File: src/rtl/ppu_sprite_eval_engine_if.sv
// Bus bundle for the per-scanline sprite evaluator: evaluation control,
// sprite RAM access and the secondary OAM read port.
//
// Handshake semantics: start is a one-cycle request that is accepted only
// while the engine is idle (busy low and no done pulse in flight); a start
// seen at any other time is dropped. busy rises the cycle after an accepted
// start and falls in the cycle that done pulses. spram_data_in must carry
// the byte at the spram_addr driven one cycle earlier. rd_slot is sampled
// every cycle and the rd_* outputs follow it with one cycle of latency.
interface ppu_sprite_eval_engine_if #(
    parameter int SLOT_W = 4
);
    logic              start;
    logic [8:0]        curr_row;
    logic              sprite_size;
    logic [7:0]        cpu_sprite_addr;
    logic [7:0]        spram_addr;
    logic [7:0]        spram_data_in;
    logic              busy;
    logic              done;
    logic              sprite_overflow;
    logic [4:0]        sprite_count;
    logic [SLOT_W-1:0] rd_slot;
    logic              rd_valid;
    logic [7:0]        rd_y;
    logic [7:0]        rd_tile;
    logic [7:0]        rd_attr;
    logic [7:0]        rd_x;
    logic              rd_is_0;
    logic [2:0]        dbg_state;

    // Engine side.
    modport slave (
        input  start, curr_row, sprite_size, cpu_sprite_addr, spram_data_in, rd_slot,
        output spram_addr, busy, done, sprite_overflow, sprite_count,
               rd_valid, rd_y, rd_tile, rd_attr, rd_x, rd_is_0, dbg_state
    );

    // Sequencer / renderer side.
    modport master (
        output start, curr_row, sprite_size, cpu_sprite_addr, spram_data_in, rd_slot,
        input  spram_addr, busy, done, sprite_overflow, sprite_count,
               rd_valid, rd_y, rd_tile, rd_attr, rd_x, rd_is_0, dbg_state
    );
endinterface

File: src/rtl/ppu_sprite_eval_engine.sv
// Per-scanline sprite evaluator. Scans primary OAM for sprites covering
// curr_row and copies up to MAX_SPRITES of them into the back bank of a
// double-buffered secondary OAM; the front bank is what the renderer reads.
// The banks swap on the done pulse.
module ppu_sprite_eval_engine #(
    parameter int MAX_SPRITES = 8,
    parameter int NUM_OAM     = 64,
    parameter int SLOT_W      = 4
) (
    input  logic                     clk,
    input  logic                     rst,
    ppu_sprite_eval_engine_if.slave  bus
);

    typedef enum logic [2:0] {
        S_IDLE  = 3'd0,
        S_ADDR  = 3'd1,
        S_CHECK = 3'd2,
        S_LD_T  = 3'd3,
        S_LD_A  = 3'd4,
        S_LD_X  = 3'd5,
        S_DONE  = 3'd6
    } state_t;

    // k counts 0..NUM_OAM, so it needs one bit beyond the 6 that index 64 entries.
    localparam int             K_W     = 7;
    localparam logic [K_W-1:0] K_END   = K_W'(NUM_OAM);
    localparam logic [4:0]     CNT_MAX = 5'(MAX_SPRITES);

    state_t         state_q, state_d;

    // Evaluation context latched on start.
    logic [8:0]     row_q, row_d;
    logic           size_q, size_d;
    logic [7:0]     base_q, base_d;

    // Scan progress for the evaluation in flight (targets the back bank).
    logic [K_W-1:0] k_q, k_d;
    logic [4:0]     cnt_q, cnt_d;
    logic           ovf_q, ovf_d;

    // Published view: which bank is front, and its count / overflow.
    logic           front_q, front_d;
    logic [4:0]     pub_cnt_q, pub_cnt_d;
    logic           pub_ovf_q, pub_ovf_d;

    // Registered read port.
    logic           rd_valid_q, rd_valid_d;
    logic [7:0]     rd_y_q, rd_y_d;
    logic [7:0]     rd_tile_q, rd_tile_d;
    logic [7:0]     rd_attr_q, rd_attr_d;
    logic [7:0]     rd_x_q, rd_x_d;
    logic           rd_is0_q, rd_is0_d;

    // Secondary OAM, two banks. Slot validity is implied by the bank's
    // count (slots fill in order), so the data itself needs no reset.
    logic [7:0]     sec_y_q    [2][MAX_SPRITES];
    logic [7:0]     sec_tile_q [2][MAX_SPRITES];
    logic [7:0]     sec_attr_q [2][MAX_SPRITES];
    logic [7:0]     sec_x_q    [2][MAX_SPRITES];
    logic           sec_is0_q  [2][MAX_SPRITES];

    // Slot field write strobes into the back bank at slot cnt_q.
    logic           wr_y, wr_tile, wr_attr, wr_x;

    logic [7:0]     spram_addr_c;
    logic [7:0]     entry_addr;
    logic [8:0]     y_ext;
    logic [8:0]     row_diff;
    logic [8:0]     height;
    logic           is_hit;
    logic           is_full;
    logic [K_W-1:0] k_inc;
    logic           k_end;
    logic           swap;
    logic           back_bank;

    // Byte address of entry k's Y; the 8-bit add wraps unaligned bases mod 256.
    assign entry_addr = base_q + {k_q[5:0], 2'b00};

    // Row coverage test done in 9 bits so rows past 255 compare correctly.
    assign y_ext    = {1'b0, bus.spram_data_in};
    assign row_diff = row_q - y_ext;
    assign height   = size_q ? 9'd16 : 9'd8;
    assign is_hit   = (row_q >= y_ext) && (row_diff < height) && (bus.spram_data_in < 8'hEF);
    assign is_full  = (cnt_q == CNT_MAX);
    assign k_inc    = k_q + K_W'(1);
    assign k_end    = (k_inc == K_END);

    assign back_bank = ~front_q;

    // The swap lands on the edge entering DONE, so sprite_count and the bank
    // select already show the new line during the done cycle.
    assign swap = (state_d == S_DONE);

    // State register.
    always_ff @(posedge clk or posedge rst) begin
        if (rst) begin
            state_q <= S_IDLE;
        end else begin
            state_q <= state_d;
        end
    end

    // Next-state logic: 2 cycles per miss, 5 per stored hit, stop on overflow.
    always_comb begin
        state_d = state_q;
        case (state_q)
            S_IDLE:  if (bus.start) state_d = S_ADDR;
            S_ADDR:  state_d = S_CHECK;
            S_CHECK: begin
                if (!is_hit) begin
                    state_d = k_end ? S_DONE : S_ADDR;
                end else if (is_full) begin
                    state_d = S_DONE;
                end else begin
                    state_d = S_LD_T;
                end
            end
            S_LD_T:  state_d = S_LD_A;
            S_LD_A:  state_d = S_LD_X;
            S_LD_X:  state_d = k_end ? S_DONE : S_ADDR;
            S_DONE:  state_d = S_IDLE;
            default: state_d = S_IDLE;
        endcase
    end

    // Per-state outputs: sprite RAM address, slot write strobes, scan counters.
    always_comb begin
        row_d        = row_q;
        size_d       = size_q;
        base_d       = base_q;
        k_d          = k_q;
        cnt_d        = cnt_q;
        ovf_d        = ovf_q;
        spram_addr_c = 8'h00;
        wr_y         = 1'b0;
        wr_tile      = 1'b0;
        wr_attr      = 1'b0;
        wr_x         = 1'b0;
        case (state_q)
            S_IDLE: begin
                if (bus.start) begin
                    row_d  = bus.curr_row;
                    size_d = bus.sprite_size;
                    base_d = bus.cpu_sprite_addr;
                    k_d    = '0;
                    cnt_d  = '0;
                    ovf_d  = 1'b0;
                end
            end
            S_ADDR: spram_addr_c = entry_addr;
            S_CHECK: begin
                if (!is_hit) begin
                    k_d = k_inc;
                end else if (is_full) begin
                    ovf_d = 1'b1;
                end else begin
                    wr_y         = 1'b1;
                    spram_addr_c = entry_addr + 8'd1;
                end
            end
            S_LD_T: begin
                wr_tile      = 1'b1;
                spram_addr_c = entry_addr + 8'd2;
            end
            S_LD_A: begin
                wr_attr      = 1'b1;
                spram_addr_c = entry_addr + 8'd3;
            end
            S_LD_X: begin
                wr_x  = 1'b1;
                cnt_d = cnt_q + 5'd1;
                k_d   = k_inc;
            end
            default: ;
        endcase
    end

    // Bank swap and publication of count / overflow for the finished line.
    always_comb begin
        front_d   = front_q;
        pub_cnt_d = pub_cnt_q;
        pub_ovf_d = pub_ovf_q;
        if (swap) begin
            front_d   = ~front_q;
            pub_cnt_d = cnt_d;
            pub_ovf_d = ovf_d;
        end
    end

    // Read-port mux over the front bank; slots at or past the count read as zero.
    always_comb begin
        rd_valid_d = 1'b0;
        rd_y_d     = 8'h00;
        rd_tile_d  = 8'h00;
        rd_attr_d  = 8'h00;
        rd_x_d     = 8'h00;
        rd_is0_d   = 1'b0;
        for (int i = 0; i < MAX_SPRITES; i++) begin
            if ((bus.rd_slot == SLOT_W'(i)) && (5'(i) < pub_cnt_q)) begin
                rd_valid_d = 1'b1;
                rd_y_d     = sec_y_q[front_q][i];
                rd_tile_d  = sec_tile_q[front_q][i];
                rd_attr_d  = sec_attr_q[front_q][i];
                rd_x_d     = sec_x_q[front_q][i];
                rd_is0_d   = sec_is0_q[front_q][i];
            end
        end
    end

    // Context, scan progress, publication and read-port registers.
    always_ff @(posedge clk or posedge rst) begin
        if (rst) begin
            row_q      <= '0;
            size_q     <= 1'b0;
            base_q     <= '0;
            k_q        <= '0;
            cnt_q      <= '0;
            ovf_q      <= 1'b0;
            front_q    <= 1'b0;
            pub_cnt_q  <= '0;
            pub_ovf_q  <= 1'b0;
            rd_valid_q <= 1'b0;
            rd_y_q     <= '0;
            rd_tile_q  <= '0;
            rd_attr_q  <= '0;
            rd_x_q     <= '0;
            rd_is0_q   <= 1'b0;
        end else begin
            row_q      <= row_d;
            size_q     <= size_d;
            base_q     <= base_d;
            k_q        <= k_d;
            cnt_q      <= cnt_d;
            ovf_q      <= ovf_d;
            front_q    <= front_d;
            pub_cnt_q  <= pub_cnt_d;
            pub_ovf_q  <= pub_ovf_d;
            rd_valid_q <= rd_valid_d;
            rd_y_q     <= rd_y_d;
            rd_tile_q  <= rd_tile_d;
            rd_attr_q  <= rd_attr_d;
            rd_x_q     <= rd_x_d;
            rd_is0_q   <= rd_is0_d;
        end
    end

    // Secondary OAM writes: one field per cycle into back-bank slot cnt_q.
    always_ff @(posedge clk) begin
        for (int b = 0; b < 2; b++) begin
            for (int i = 0; i < MAX_SPRITES; i++) begin
                if ((1'(b) == back_bank) && (cnt_q == 5'(i))) begin
                    if (wr_y) begin
                        sec_y_q[b][i]   <= bus.spram_data_in;
                        sec_is0_q[b][i] <= (k_q == '0);
                    end
                    if (wr_tile) sec_tile_q[b][i] <= bus.spram_data_in;
                    if (wr_attr) sec_attr_q[b][i] <= bus.spram_data_in;
                    if (wr_x)    sec_x_q[b][i]    <= bus.spram_data_in;
                end
            end
        end
    end

    assign bus.spram_addr      = spram_addr_c;
    assign bus.busy            = (state_q != S_IDLE) && (state_q != S_DONE);
    assign bus.done            = (state_q == S_DONE);
    assign bus.sprite_overflow = pub_ovf_q;
    assign bus.sprite_count    = pub_cnt_q;
    assign bus.rd_valid        = rd_valid_q;
    assign bus.rd_y            = rd_y_q;
    assign bus.rd_tile         = rd_tile_q;
    assign bus.rd_attr         = rd_attr_q;
    assign bus.rd_x            = rd_x_q;
    assign bus.rd_is_0         = rd_is0_q;
    assign bus.dbg_state       = state_q;

endmodule

File: src/flat_wrapper.sv
// flat-port wrapper written by rule: the top's interface ports become plain ports
module ppu_sprite_eval_engine_flat 
#(
    parameter int MAX_SPRITES = 8,
    parameter int NUM_OAM     = 64,
    parameter int SLOT_W      = 4
)
  (clk, rst, bus_start, bus_curr_row, bus_sprite_size, bus_cpu_sprite_addr, bus_spram_data_in, bus_rd_slot, bus_spram_addr, bus_busy, bus_done, bus_sprite_overflow, bus_sprite_count, bus_rd_valid, bus_rd_y, bus_rd_tile, bus_rd_attr, bus_rd_x, bus_rd_is_0, bus_dbg_state);
  ppu_sprite_eval_engine_if #(.SLOT_W(SLOT_W)) bus_i ();
  input  logic clk;
  input  logic rst;
  input wire logic [$bits(bus_i.start)-1:0] bus_start;
  input wire logic [$bits(bus_i.curr_row)-1:0] bus_curr_row;
  input wire logic [$bits(bus_i.sprite_size)-1:0] bus_sprite_size;
  input wire logic [$bits(bus_i.cpu_sprite_addr)-1:0] bus_cpu_sprite_addr;
  input wire logic [$bits(bus_i.spram_data_in)-1:0] bus_spram_data_in;
  input wire logic [$bits(bus_i.rd_slot)-1:0] bus_rd_slot;
  output wire logic [$bits(bus_i.spram_addr)-1:0] bus_spram_addr;
  output wire logic [$bits(bus_i.busy)-1:0] bus_busy;
  output wire logic [$bits(bus_i.done)-1:0] bus_done;
  output wire logic [$bits(bus_i.sprite_overflow)-1:0] bus_sprite_overflow;
  output wire logic [$bits(bus_i.sprite_count)-1:0] bus_sprite_count;
  output wire logic [$bits(bus_i.rd_valid)-1:0] bus_rd_valid;
  output wire logic [$bits(bus_i.rd_y)-1:0] bus_rd_y;
  output wire logic [$bits(bus_i.rd_tile)-1:0] bus_rd_tile;
  output wire logic [$bits(bus_i.rd_attr)-1:0] bus_rd_attr;
  output wire logic [$bits(bus_i.rd_x)-1:0] bus_rd_x;
  output wire logic [$bits(bus_i.rd_is_0)-1:0] bus_rd_is_0;
  output wire logic [$bits(bus_i.dbg_state)-1:0] bus_dbg_state;
  assign bus_i.start = bus_start;
  assign bus_i.curr_row = bus_curr_row;
  assign bus_i.sprite_size = bus_sprite_size;
  assign bus_i.cpu_sprite_addr = bus_cpu_sprite_addr;
  assign bus_i.spram_data_in = bus_spram_data_in;
  assign bus_i.rd_slot = bus_rd_slot;
  assign bus_spram_addr = bus_i.spram_addr;
  assign bus_busy = bus_i.busy;
  assign bus_done = bus_i.done;
  assign bus_sprite_overflow = bus_i.sprite_overflow;
  assign bus_sprite_count = bus_i.sprite_count;
  assign bus_rd_valid = bus_i.rd_valid;
  assign bus_rd_y = bus_i.rd_y;
  assign bus_rd_tile = bus_i.rd_tile;
  assign bus_rd_attr = bus_i.rd_attr;
  assign bus_rd_x = bus_i.rd_x;
  assign bus_rd_is_0 = bus_i.rd_is_0;
  assign bus_dbg_state = bus_i.dbg_state;
  ppu_sprite_eval_engine #(.MAX_SPRITES(MAX_SPRITES), .NUM_OAM(NUM_OAM), .SLOT_W(SLOT_W)) u_core (.clk(clk), .rst(rst), .bus(bus_i));
endmodule
File: config.mk
export PLATFORM = sky130hd
export DESIGN_NAME = ppu_sprite_eval_engine_flat
export DESIGN_NICKNAME = d
export VERILOG_FILES = /design/src/rtl/ppu_sprite_eval_engine_if.sv /design/src/rtl/ppu_sprite_eval_engine.sv /design/src/flat_wrapper.sv
export SDC_FILE = /design/constraint.sdc
export NUM_CORES = 1
export LEC_CHECK = 0
export CELL_PAD_IN_SITES_DETAIL_PLACEMENT = 0
export CELL_PAD_IN_SITES_GLOBAL_PLACEMENT = 2
export CORE_ASPECT_RATIO = 0.8
export CORE_UTILIZATION = 31
export CTS_CLUSTER_DIAMETER = 60
export DETAILED_ROUTE_END_ITERATION = 7
export HOLD_SLACK_MARGIN = 0.02
export PLACE_DENSITY = 0.6
export SYNTH_ARGS = -nofsm -noshare
export SYNTH_HDL_FRONTEND = slang
export SYNTH_SLANG_ARGS = --single-unit
File: constraint.sdc
create_clock -name clk -period 4.65 [get_ports clk]
set_input_delay 0.6975 -clock clk [delete_from_list [all_inputs] [get_ports clk]]
set_output_delay 0.6975 -clock clk [all_outputs]
set_load 0.1 [all_outputs]
## Word level (Yosys, flattened, before mapping)

Memories as Yosys holds them, arrays and structs flattened.
Cells that the tools add are included.
W data, S select, Z words.

- Memories: 5
- Logic and storage cells: 325
- Output and inout bits: 53
- Register bits: 75
- Memory bits (writable): 528
- Input port bits: 33

- Reductions and logical operators: 40
- Bitwise logic cells: 1
- Add/sub/neg operators: 7
- $lt $le $gt $ge: 11
- Mux-type cells: 219
- Eq/ne operators: 26

Memories:

| memory | depth | bits a word | read ports | clocked after Yosys merged registers in | wr ports | RTL line | text |
|---|---|---|---|---|---|---|---|
| u_core.sec_attr_q | 2 | 64 | 1 | 0 | 1 | ppu_sprite_eval_engine.sv:59 | `logic [7:0] sec_attr_q [2][MAX_SPRITES];` |
| u_core.sec_tile_q | 2 | 64 | 1 | 0 | 1 | ppu_sprite_eval_engine.sv:58 | `logic [7:0] sec_tile_q [2][MAX_SPRITES];` |
| u_core.sec_x_q | 2 | 64 | 1 | 0 | 1 | ppu_sprite_eval_engine.sv:60 | `logic [7:0] sec_x_q [2][MAX_SPRITES];` |
| u_core.sec_y_q | 2 | 64 | 1 | 0 | 1 | ppu_sprite_eval_engine.sv:57 | `logic [7:0] sec_y_q [2][MAX_SPRITES];` |
| u_core.sec_is0_q | 2 | 8 | 1 | 0 | 1 | ppu_sprite_eval_engine.sv:61 | `logic sec_is0_q [2][MAX_SPRITES];` |

Operators by type and width:

| operator | count |
|---|---|
| $mux W8 | 40 |
| $mux W64 | 4 |
| $reduce_or A64 Y1 | 4 |
| $mux W1 | 162 |
| $pmux W8 S4 | 1 |
| $logic_and A1 B1 Y1 | 27 |
| $pmux W7 S3 | 1 |
| $eq A5 B3 Y1 const B | 4 |
| $lt A3 B5 Y1 const A | 4 |
| $pmux W3 S6 | 1 |
| $add A8 B2 Y8 const B | 2 |
| $eq A4 B3 Y1 const B | 4 |
| $mux W7 | 2 |
| $eq A3 B3 Y1 const B | 4 |
| $mux W3 | 4 |
| $eq A5 B2 Y1 const B | 2 |
| $lt A1 B5 Y1 const A | 2 |
| $lt A2 B5 Y1 const A | 2 |
| $mux W5 | 2 |
| $pmux W5 S2 | 1 |
| $ge A9 B8 Y1 | 1 |
| $lt A9 B9 Y1 | 1 |
| $sub A9 B8 Y9 | 1 |
| $add A8 B1 Y8 const B | 1 |
| other kinds (23) | 27 |

## Depth between registers and ports, before layout

- Depth after elaboration: 11
- Gate-level depth with buffers: 14
- Depth with buffers taken out: 14

## Worst setup path after synthesis

OpenSTA, ideal clock, no wires.

- Kind: input-to-output
- Start: in bus_spram_data_in[1]
- End: out bus_spram_addr[7]
- Required time: 3953 ps
- Cell stages on the path: 14
- Path buffers: 1
- Arrival: 5005 ps
- Setup slack: -1052 ps
- Path through: inv_1 ha_1 nor2b_4 o31a_1 and2_1 nor3_1 nor2_1 ha_1 a41oi_1 o311ai_2 nor3_2 buf_2 a31oi_1 a211oi_1

- Cells in the longest elaborated chain, start to end: 6
- Elaborated cells on any way between the ends: 8
- Classes of those cells: add/sub (1); order compare (3); mux (2); reduce/logical (2)

RTL lines:

| element | RTL line | text |
|---|---|---|
| start, declared | flat_wrapper.sv:16 | `input wire logic [$bits(bus_i.spram_data_in)-1:0] bus_spram_data_in;` |
| $sub A9 B8 Y9 | ppu_sprite_eval_engine.sv:83 | `assign row_diff = row_q - y_ext;` |
| $lt A9 B9 Y1 | ppu_sprite_eval_engine.sv:85 | `assign is_hit = (row_q >= y_ext) && (row_diff < height) && (bus.spram_data_in < 8'hEF);` |
| $logic_and A1 B1 Y1 | ppu_sprite_eval_engine.sv:85 |  |
| $logic_and A1 B1 Y1 (*) | ppu_sprite_eval_engine.sv:85 |  |
| $mux W8 (*) | ppu_sprite_eval_engine.sv:154 | `if (!is_hit) begin` |
| $pmux W8 S4 (*) | ppu_sprite_eval_engine.sv:141 | `case (state_q)` |
| end, declared | flat_wrapper.sv:18 | `output wire logic [$bits(bus_i.spram_addr)-1:0] bus_spram_addr;` |

Mark *: on every way between the ends. The rest lies on a longest branch, timed or not.

## Worst setup path after layout

- Start: in bus_spram_data_in[1]
- End: out bus_spram_addr[3]

Same word-level chain as after synthesis.

==> key figures <==
Run status
  • Status: complete, no violations

Clock tree
  • H-tree levels: 3
  • Clk buf depth: 3
  • TritonCTS clock tree: done
  • Worst-Skew Late Latency: 0.61 ns
  • Clock buffer count from CTS: 67
  • Hold_buf cts: 0
  • Worst-path clk slew: 0.06 ns
  • CTS sink cnt: 603
  • Root Buffer: clkbuf_16

Synthesis
  • Largest area contributor in the netlist: edfxtp_1
  • FFs w/ async S/R, synth: 0.124
  • Main synth FF type: edfxtp_1
  • Largest family of logic cells by synthesized area: multiplexers
  • #FFs+latches synth: 603
  • Share of the synthesized area in the top cell type: 0.644
  • Sequential area share after synthesis: 0.720
  • Synth unique cells: 69
  • Synthesis Warnings: 0
  • Post-Synth Adder-Cell Area: 0.0130
  • Synthesized area: 24600 um^2
  • Number of synthesized flops with an enable pin: 528
  • XOR/XNOR Fraction of Synth Area: 0.00391
  • Compound-cell area share of the yosys netlist: 0.0730
  • Ranking of synthesized cells by area: edfxtp_1 (64%), mux2i_1 (9.5%), dfrtp_1 (7.6%)
  • Post-synthesis mux area share: 0.119
  • Post-synth net total: 1649
  • Avg Inst Size Synth: 15.5 um^2
  • Syn Inst Count: 1591
  • Simple-Gate Fraction of Synth Area: 0.0540

Timing
  • Tcrit/Tclk final: 0.950
  • Relative slew slack: 0.255
  • Final-report hold violation count: 0
  • Final Slew Violations: 0
  • Min Tclk post-route: 4.42 ns
  • RSZ-0062 raised after global routing: false
  • F_max: 226 MHz
  • Setup TNS: 0 ns
  • Setup violators final: 0
  • Clk_skew: 0.0210 ns
  • Actual slew at the worst max-slew pin: 1.12 ns

Layout
  • Commonest non-fill, non-tap cell in the layout: edfxtp_1
  • Sequential cell area: 17700 um^2
  • Cell area after layout: 29100 um^2
  • Commonest non-fill, non-tap cells in the layout: edfxtp_1 (528), mux2i_1 (233), nor2_1 (160)
  • Nets: 1763
  • Layout cell share with drive strength beyond 1: 0.137
  • Area occupied by multi-input gates: 6560 um^2
  • Area grow syn2layout: 18.2%
  • Fillers: 7458

Detailed routing
  • DR iter-0 viols: 960
  • Antenna-violating nets left: 0
  • Vias per inst: 5.01
  • Drc violations: 0
  • Via count: 14.0k
  • Drt pass-1 iters: 5
  • Total wire length: 67300 um
  • Avg WL per Cell: 24.1 um

Worst setup path
  • Crit path required time: 3.95 ns
  • CP Capture Type: primary output
  • CP Launch Type: input port
  • CP max stage delay: 0.43 ns
  • Worst-path maximum fanout: 4
  • CP max-delay cell: or3_4
  • Worst Setup SP: bus_spram_data_in[1]
  • Most common cell on crit path: ha_1
  • Critical R2R Launch: u_core.row_q[1]$_DFFE_PP0P_
  • Crit path kind: input port to primary output
  • Crit-path cells: buf_2, inv_1, ha_1, nor2b_4, o31a_1, and2_4, nor3_2, nor2_1, ha_1, a41oi_2, o311ai_4, or3_4, o41a_1, o22ai_2, buf_12
  • Worst Path Arrival: 3.72 ns

Floorplanning
  • Initial core utilization: 0.313
  • Area of the core: 78700 um^2
  • Die area: 80600 um^2
  • Chip height: 254 um
  • Number of primary I/O pins: 86
  • DIE WIDTH: 317 um
  • # rows: 92

Pwr
  • Switch share: 0.310
  • Seq pwr share: 0.427
  • P_leak: 11.2 nW
  • Comb pwr share: 0.224
  • Cell Pwr Density: 508 nW/um^2
  • Power Internal: 10.2 mW
  • Net Sw Power: 4.59 mW
  • Peak supply drop: 0.489 mV
  • Tot Pwr: 14.8 mW
  • Clock power frac: 0.349

Run
  • Total of max-cap violations: 0

Hold path
  • HP Class: input port to flop
  • Hold path startpoint: bus_spram_data_in[2]

GRT
  • Initial antenna violation count: 2
  • Total track usage: 0.169
  • Largest net degree at the start of global routing: 105
  • Total grt overflow: 0
  • Vias in the first global route: 14.1k
  • First-pass GRT wire length: 97900 um

Place
  • Placed inst area: 26900 um^2
  • Port bufs: 85
  • DP HPWL: 42000 um
  • Routability congestion estimate: 0.784
## synth_stat cells, drive strengths merged (7+ instances only)
cell and instances:
mux2 53, mux2i 233, a31oi 9, inv 24, o22ai 37, ha 24, nand2 41, o32ai 34
nor2 161, o221ai 35, clkbuf 65, a21oi 52, buf 20, edfxtp 528, o21ai 63, nand3 29
nor3 9, xor2 7, dfrtp 75, nor2b 12
## layer usage
metal / up-vias / GRT usage / part of all wire
met5: - / 0 / 0
met3: 75 / 0.0277 / 0.043
met1: 7220 / 0.258 / 0.50
met4: 0 / 0.0388 / 0.018
li1: 6410 / - / -
met2: 301 / 0.248 / 0.44
## critical path, delay by kind of cell
kind / cells / cell delay (ns)
fa+ha+maj: 2 / 0.47
buf+inv: 3 / 0.51
simple gates: 5 / 0.89
compound gates: 5 / 1.13
## repair_timing
action	in CTS	in global routing
endpoints found under the setup margin	0	7
gates resized for setup	0	6
buffers inserted	0	1
## final timing paths
check	to	slack [ns]	cells past startpoint
min reg2reg	u_core.row_q[2]$_DFFE_PP0P_	0.51	1
max reg2reg	u_core.sec_y_q[1][44]$_DFFE_PP_	0.85	13
min	u_core.sec_x_q[0][18]$_DFFE_PP_	0.47	1
max in group asynchronous	u_core.bus.rd_tile[2]$_DFF_PP0_	3.16	3
max	bus_spram_addr[3]	0.23	15
min in group asynchronous	u_core.bus.rd_valid$_DFF_PP0_	0.59	2
## logic make-up after synthesis
group,Yosys count
AOI/OAI and AO/OA,264
adders and majority gates,25
xor gates and xnor gates,11
DFF,603
buffers and inverters,109
muxes,286
and+or+nand+nor,293
## registers in the layout, indices dropped and copies added (netlist names), 3 cells and up
name                     cells
u_core.sec_x_q             128
u_core.bus.sprite_count      5
u_core.row_q                 9
u_core.sec_attr_q          128
u_core.sec_is0_q            16
u_core.bus.rd_tile           8
u_core.bus.rd_y              8
u_core.base_q                8
u_core.bus.dbg_state         3
u_core.sec_y_q             128
u_core.k_q                   7
u_core.sec_tile_q          128
u_core.cnt_q                 5
u_core.bus.rd_x              8
u_core.bus.rd_attr           8
## power by group through the flow
| stage | registers (mW) | logic (mW) | clock network, mW |
|---|---|---|---|
| after floorplan | 6.63 | 1.93 | 0 |
| after global placement | 6.42 | 3.26 | 0 |
| after detailed placement | 6.42 | 3.26 | 0 |
| after CTS | 6.31 | 3.27 | 5.28 |
| after global routing | 6.34 | 3.53 | 5.49 |
| final | 6.31 | 3.32 | 5.16 |
## through the flow
step           hold slack [ns]   util  setup slack (ns)  std cells
6_report                 0.469  0.370             0.233       2795
3_3_place_gp             0.497  0.342            0.0150       2669
4_1_cts                  0.440  0.369            0.0156       2792
3_5_place_dp             0.502  0.342            0.0209       2669
2_1_floorplan            0.485      -            -0.223       1591
5_1_grt                  0.432  0.370            0.0311       2793
## final cells by class
| cell class | instances | share of cell area |
|---|---|---|
| clock inverter | 30 | 0.00881 |
| inverter | 24 | 0.00318 |
| multi-input combinational | 879 | 0.225 |
| clock buffer | 93 | 0.0652 |
| sequential | 603 | 0.609 |
| timing repair buffer | 130 | 0.0435 |
| antenna | 2 | 0.000172 |
| tap | 1034 | 0.0444 |
No activity file was read; power rests on OpenSTA's default activity.
